<file path="config.mk">
export PLATFORM = sky130hd
export DESIGN_NAME = psum_accum
export DESIGN_NICKNAME = d
export VERILOG_FILES = /design/src/rtl/psum_accum.sv
export SDC_FILE = /design/constraint.sdc
export NUM_CORES = 1
export LEC_CHECK = 0
export ABC_AREA = 0
export CAP_MARGIN = 20
export CORE_MARGIN = 4
export CORE_UTILIZATION = 30
export CTS_CLUSTER_SIZE = 24
export DETAILED_ROUTE_END_ITERATION = 6
export GPL_TIMING_DRIVEN = 0
export PLACE_DENSITY = 0.52
export SLEW_MARGIN = 20
export SYNTH_ARGS = -nofsm -noshare
export SYNTH_HDL_FRONTEND = slang
export SYNTH_SLANG_ARGS = --single-unit
</file>
<file path="constraint.sdc">
create_clock -name clk -period 2.9 [get_ports clk]
set_input_delay 0.58 -clock clk [delete_from_list [all_inputs] [get_ports clk]]
set_output_delay 0.58 -clock clk [all_outputs]
set_load 0.1 [all_outputs]
</file>
<file path="src/rtl/psum_accum.sv">
// Partial-sum accumulator: sums a programmable number of signed MAC outputs into a wider
// result, optionally applies ReLU, and presents it on a valid/ready output register.
module psum_accum #(
    parameter int unsigned bw_psum = 19,
    parameter int unsigned kmax    = 16,
    parameter int unsigned lw      = 5,
    parameter int unsigned bw_acc  = 23
) (
    input  logic              clk,
    input  logic              reset,
    input  logic [lw-1:0]     len,
    input  logic              relu_en,
    input  logic              in_valid,
    output logic              in_ready,
    input  logic [bw_psum-1:0] in_psum,
    output logic              out_valid,
    input  logic              out_ready,
    output logic [bw_acc-1:0] out_data,
    output logic              busy
);

    typedef enum logic {st_idle, st_acc} state_t;

    state_t              state_q, state_d;
    logic [bw_acc-1:0]   acc_q, acc_d;
    logic [lw-1:0]       cnt_q, cnt_d;
    logic [lw-1:0]       len_q, len_d;
    logic                relu_q, relu_d;
    logic                out_valid_d;
    logic [bw_acc-1:0]   out_data_d;

    logic                accept;
    logic                done;
    logic                relu_eff;
    logic [lw-1:0]       len_dec;
    logic [bw_acc-1:0]   psum_ext;
    logic [bw_acc-1:0]   acc_next;

    // A held result blocks new beats so nothing completes into an occupied register.
    assign in_ready = !(out_valid && !out_ready);
    assign accept   = in_valid && in_ready;
    assign busy     = (state_q == st_acc);
    assign psum_ext = {{(bw_acc - bw_psum){in_psum[bw_psum-1]}}, in_psum};

    always_comb begin
        len_dec = len;
        if (len == '0) begin
            len_dec = lw'(1);
        end else if (len > lw'(kmax)) begin
            len_dec = lw'(kmax);
        end
    end

    always_comb begin
        state_d  = state_q;
        acc_d    = acc_q;
        cnt_d    = cnt_q;
        len_d    = len_q;
        relu_d   = relu_q;
        relu_eff = relu_q;
        done     = 1'b0;
        acc_next = acc_q + psum_ext;
        unique case (state_q)
            st_idle: begin
                acc_next = psum_ext;
                if (accept) begin
                    len_d    = len_dec;
                    relu_d   = relu_en;
                    relu_eff = relu_en;
                    if (len_dec == lw'(1)) begin
                        done = 1'b1;
                    end else begin
                        acc_d   = acc_next;
                        cnt_d   = lw'(1);
                        state_d = st_acc;
                    end
                end
            end
            st_acc: begin
                if (accept) begin
                    if (cnt_q + lw'(1) == len_q) begin
                        done = 1'b1;
                    end else begin
                        acc_d = acc_next;
                        cnt_d = cnt_q + lw'(1);
                    end
                end
            end
            default: state_d = st_idle;
        endcase
        if (done) begin
            acc_d   = '0;
            cnt_d   = '0;
            state_d = st_idle;
        end
    end

    // A completion in the same cycle as a drain replaces the result without a bubble.
    always_comb begin
        out_valid_d = out_valid;
        out_data_d  = out_data;
        if (out_valid && out_ready) begin
            out_valid_d = 1'b0;
        end
        if (done) begin
            out_valid_d = 1'b1;
            out_data_d  = (relu_eff && acc_next[bw_acc-1]) ? '0 : acc_next;
        end
    end

    always_ff @(posedge clk) begin
        if (reset) begin
            state_q   <= st_idle;
            acc_q     <= '0;
            cnt_q     <= '0;
            len_q     <= lw'(1);
            relu_q    <= 1'b0;
            out_valid <= 1'b0;
            out_data  <= '0;
        end else begin
            state_q   <= state_d;
            acc_q     <= acc_d;
            cnt_q     <= cnt_d;
            len_q     <= len_d;
            relu_q    <= relu_d;
            out_valid <= out_valid_d;
            out_data  <= out_data_d;
        end
    end

endmodule
</file>
# --- Word level (Yosys, flattened, before mapping) ---
# Cells that the tools add are included.
word_totals:
  reg_bits: 59
  latchBits: 0
  mem_bits_rw: 0
  romBits: 0
  out_inout_bits: 26
  word_cells: 54
  mem_count: 0
op_classes:
  addsub: 2
  multipliers: 0
  div_mod_pow: 0
  order_cmp: 1
  n_eq_ne: 6
  shifts: 0
  n_mux: 26
  bitwise_logic: 1
  n_reduce_logical: 11
op_table:
  columns: ["op", "count"]
  rows:
  - ["$mux 23", 6]
  - ["$pmux 23 s2", 1]
  - ["$mux 5", 6]
  - ["$add 23x23->23", 1]
  - ["$mux 1", 11]
  - ["$pmux 5 s2", 1]
  - ["$ne 2x2->1 const B", 3]
  - ["$add 5x1->5 const B", 1]
  - ["$eq 5x1->1 const B", 1]
  - ["$eq 5x5->1", 1]
  - ["$gt 5x5->1 const B", 1]
  - ["$logic_not 5->1", 1]
  - ["$logic_and 1x1->1", 4]
  - ["$reduce_and 4->1", 1]
  - ["$logic_not 1->1", 2]
  - ["$ne 2x1->1 const B", 1]
  - ["$pmux 1 s2", 1]
  - ["$reduce_and 2->1", 1]
  - ["$reduce_bool 2->1", 1]
  - ["$reduce_or 2->1", 1]
  - ["$not 1->1", 1]

# --- Depth between registers and ports, before layout ---
depth:
  ltp_word: 8
  depth_mapped: 13
  ltp_nobuf: 11

# --- Worst setup path after synthesis ---
# Ideal clock, no wire load.
synth_path:
  path_kind: "register -> register"
  start: "register out_valid"
  end: "register out_data[14]"
  t_arrival_ns: 3.539
  setup_slack_ns: -0.707
  path_stages_with_launch: 10
  n_path_buf: 2
  period_less_slack_ns: 3.607
  cell_sequence: "dfxtp_1 nand2b_1 and2_1 clkbuf_1 nand2_1 mux2_2 a41oi_4 nand3_4 buf_6 o21ai_2"
synth_between:
  elab_chain_cells: 7
  word_cells_on_any_way: 10
  cone_classes: "mux: 6; reduce/logical: 4"
synth_lines:
  columns: ["item", "line", "source"]
  rows:
  - ["start, declared", "16", "output logic out_valid,"]
  - ["start signal, assigned", "126", "out_valid <= out_valid_d;"]
  - ["$logic_and 1x1->1 *", "40", "assign in_ready = !(out_valid && !out_ready);"]
  - ["$logic_not 1->1 *", "40", null]
  - ["net in_ready", "14", "output logic in_ready,"]
  - ["$logic_and 1x1->1 *", "41", "assign accept = in_valid && in_ready;"]
  - ["$mux 1", "66", "if (accept) begin"]
  - ["$mux 1", "63", "unique case (state_q)"]
  - ["$logic_and 1x1->1", "107", "out_data_d = (relu_eff && acc_next[bw_acc-1]) ? '0 : acc_next;"]
  - ["$mux 23", "107", null]
  - ["end signal, assigned", "127", "out_data <= out_data_d;"]
  - ["end, declared", "18", "output logic [bw_acc-1:0] out_data,"]
# Mark *: on every way through the listed nets, which the timed path passes. The rest lies on a longest branch.
# A chain may end at the register's enable or synchronous reset.

# --- Worst setup path after layout ---
layout_path:
  start: "input in_psum[15]"
  end: "register out_data[16]"
layout_between:
  elab_chain_cells: 4
layout_lines:
  columns: ["item", "line", "source"]
  rows:
  - ["start, declared", "15", "input logic [bw_psum-1:0] in_psum,"]
  - ["$add 23x23->23 *", "62", "acc_next = acc_q + psum_ext;"]
  - ["$mux 23 *", "63", null]
  - ["$logic_and 1x1->1", "107", null]
  - ["$mux 23 *", "107", null]
# Mark *: on every way between the ends. The rest lies on a longest branch, timed or not.

==> reports/results.txt <==
Area delta synth->final - 38.1%
Fillers - 1250
DRT Pass-1 Iters - 4
Clk buf depth - 2
Final setup viols - 0
Worst reg-to-reg path cell count - 12
Die ar. - 14400 um^2
Mux cell area share after synthesis - 0.0458
Most frequent cells after synthesis - nand2_1 (72), dfxtp_1 (59), nor2_1 (38)
Vias in the first global route - 3674
Syn Area/Cell - 8.16 um^2
Max Fanout on Critical Path - 7
WL met1 - 5.55 mm
Fin crit period - 2860 ps
Core ar. - 12200 um^2
Post-Synth Simple-Gate Area - 0.229
Routed wire length on met2 - 5.56 mm
Skew-Pair Late Insertion Delay - 340 ps
Dpl cell area - 4560 um^2
Worst setup margin - 43.1 ps
R2R Path End - acc_q[18]$_SDFFE_PP0P_
Post-route setup TNS - 0 ps
Htree depth - 3
Max-slew violations - 0
Outcome - completed
Initial antenna violation count - 0
Via density - 5.17
Relative slew slack - 0.340
CTS buffer count - 9
FF-to-FF Start - acc_q[0]$_SDFFE_PP0P_
Post-synth top flop - dfxtp_1
Req. time, crit path - 3120 ps
Final hold violations - 0
CP Launch Type - input port
Met3 WL - 656 um
Finished Cell Area - 5200 um^2
Main combinational cell family by area after synthesis - compound AO/OA/AOI/OAI gates
Overall routed net length - 12.0 mm
Slew at the pin with the worst max-slew slack - 987 ps
P_leak - 0.00202 uW
Die Wd - 120 um
Share of layout cells above drive strength 1 - 0.196
N_diodes - 0
Starting Density - 0.310
Routability Congestion - 0.868
Fmax - 350 MHz
Final Total Pwr - 2870 uW
Compound-Gate Fraction of Synth Area - 0.252
Largest net degree at the start of global routing - 11
Mapped Cells - 462
Yosys cell types - 60
Rows - 40
Number of synthesized flops with an enable pin - 0
Crit Path Category - input port to register
Clock transition at path regs - 50 ps
Die Ht - 120 um
Hold Crit Class - register to register
Syn_nets - 515
Clk sinks - 59
Total number of vias - 3663
CP Capture Type - register
Ys Warns - 0
First-pass GRT wire length - 19.3 mm
DRC - 0
Post-synth top area cell - dfxtp_1
I/O pin count - 55
Worst Skew - 8.58 ps
Average routed wire per standard cell - 17.0 um
DR iter-0 viols - 197
Final #Nets - 589
Synth top area share - 0.313
All-Layer GR Usage - 0.174
PD cells - 551 nW/um^2
Top cells by area, synth - dfxtp_1 (31%), ha_1 (7.6%), nand2_1 (7.2%), a21oi_1 (4.4%), nor2_1 (3.8%)
Most common cell in the netlist - nand2_1
Pre-CTS setup slack - -784 ps
Seq/Total Area, Yosys - 0.313
Worst endpoint data arrival time - 3070 ps
Period utilization - 0.985
RSZ-0062 raised after global routing - yes
XOR/XNOR Fraction of Synth Area - 0.0418
Overflow after GRT - 0
CTS tree - built
Clock Root Buffer - clkbuf_16
Hold Path Depth - 2
Hold Crit Endpoint - out_data[7]$_SDFFE_PP0P_
Seq cells post-synth - 59
Adder-Cell Fraction of Synth Area - 0.0816
R2R setup slack - 190 ps
Worst Hold Launch - out_data[7]$_SDFFE_PP0P_
Max-cap violations - 0
DP HPWL - 8.47 mm
Port bufs - 54
Antenna viol nets, final - 0
Highest routed layer - met4
Ys async rst share - 0
Hold Buf Count CTS - 0
Maximum ir drop on the vdd rail - 0.291 mV
Synthesized cell area - 3770 um^2
[area by class of cell]
type / count / area, um^2 / share of cell area
repair buffers: 63 / 634 / 0.122
well taps: 168 / 210 / 0.0404
clock buffers: 14 / 264 / 0.0507
clock inverters: 2 / 10.0 / 0.00192
plain buffers: 20 / 111 / 0.0214
flip-flops and latches: 59 / 1180 / 0.227
multi-input cells: 371 / 2750 / 0.528
inverters: 12 / 45.0 / 0.00865
[worst max-delay path, cell delays in order]
cell,delay [ps]
clkdlybuf4s50_1,540
ha_4,250
a21o_1,180
a21oi_2,170
o21ba_2,200
and3_4,200
mux2i_4,60
a2111o_1,420
buf_6,150
nand3_4,130
buf_12,150
o21ai_2,50
[what timing repair did]
action,4_1_cts,5_1_grt
gates cloned,1,0
gates resized for setup,41,32
setup endpoints to repair,32,43
buffers inserted,7,1
pin swaps,7,8
endpoints found under the hold margin,0,0
[cells by family (layout without fill, tap and decap cells)]
group,Yosys count,in the layout
DFF,59,59
adders and majority gates,24,24
AOI/OAI and AO/OA,133,133
xor gates and xnor gates,18,18
muxes,16,16
and+or+nand+nor,180,180
buffers and inverters,32,111
[how the worst max path moves through the flow]
stage                start                   endpoint  slack, ps  depth (start not counted)
2_1_floorplan   in_psum[0]  out_data[16]$_SDFFE_PP0P_        -10                         13
3_3_place_gp    in_psum[0]  out_data[16]$_SDFFE_PP0P_       -790                         13
3_5_place_dp    in_psum[0]  out_data[16]$_SDFFE_PP0P_       -780                         13
4_1_cts         in_psum[7]     acc_q[18]$_SDFFE_PP0P_       0.06                         11
5_1_grt        in_psum[15]  out_data[16]$_SDFFE_PP0P_        -10                         12
6_report       in_psum[15]  out_data[16]$_SDFFE_PP0P_         40                         12
[sequential cells by signal, summed over array words and instances (netlist names)]
name / count
acc_q: 23
out_data: 23
cnt_q: 5
len_q: 5
busy: 1
out_valid: 1
relu_q: 1
[metrics by stage]
| stage | util | hold slack [ps] | cells |
|---|---|---|---|
| floorplan | - | 436 | 462 |
| global placement | 0.375 | 427 | 684 |
| detailed placement | 0.375 | 428 | 684 |
| CTS | 0.419 | 435 | 708 |
| global route | 0.428 | 461 | 709 |
| finish | 0.428 | 430 | 709 |
[layout by cell type, fill, tap and decap left out, drive strengths merged, types with 7 or more instances in the layout]
master and n:
dlygate4sd2 7, nand4 9, or3 7, clkbuf 32
o21ai 29, dfxtp 59, nor2b 8, inv 11
xnor2 13, clkdlybuf4s50 40, nor3 7, mux2i 9
a21oi 34, a21o 7, buf 13, ha 23
nand2 72, a211oi 17, mux2 7, o31ai 8
nor2 38, nand3 11
[power by group]
group / internal (uW) / total (uW) / switching, uW
Clock: 622 / 1010 / 387
Sequential: 870 / 917 / 46.2
Combinational: 373 / 941 / 568
[metal layers]
layer	global-route usage	vias to the layer above
li1	-	1826
met1	0.222	1723
met2	0.277	95
met3	0.0556	19
met4	0.0573	0
met5	0	-
Note: power is estimated with default switching activity, not from simulation.
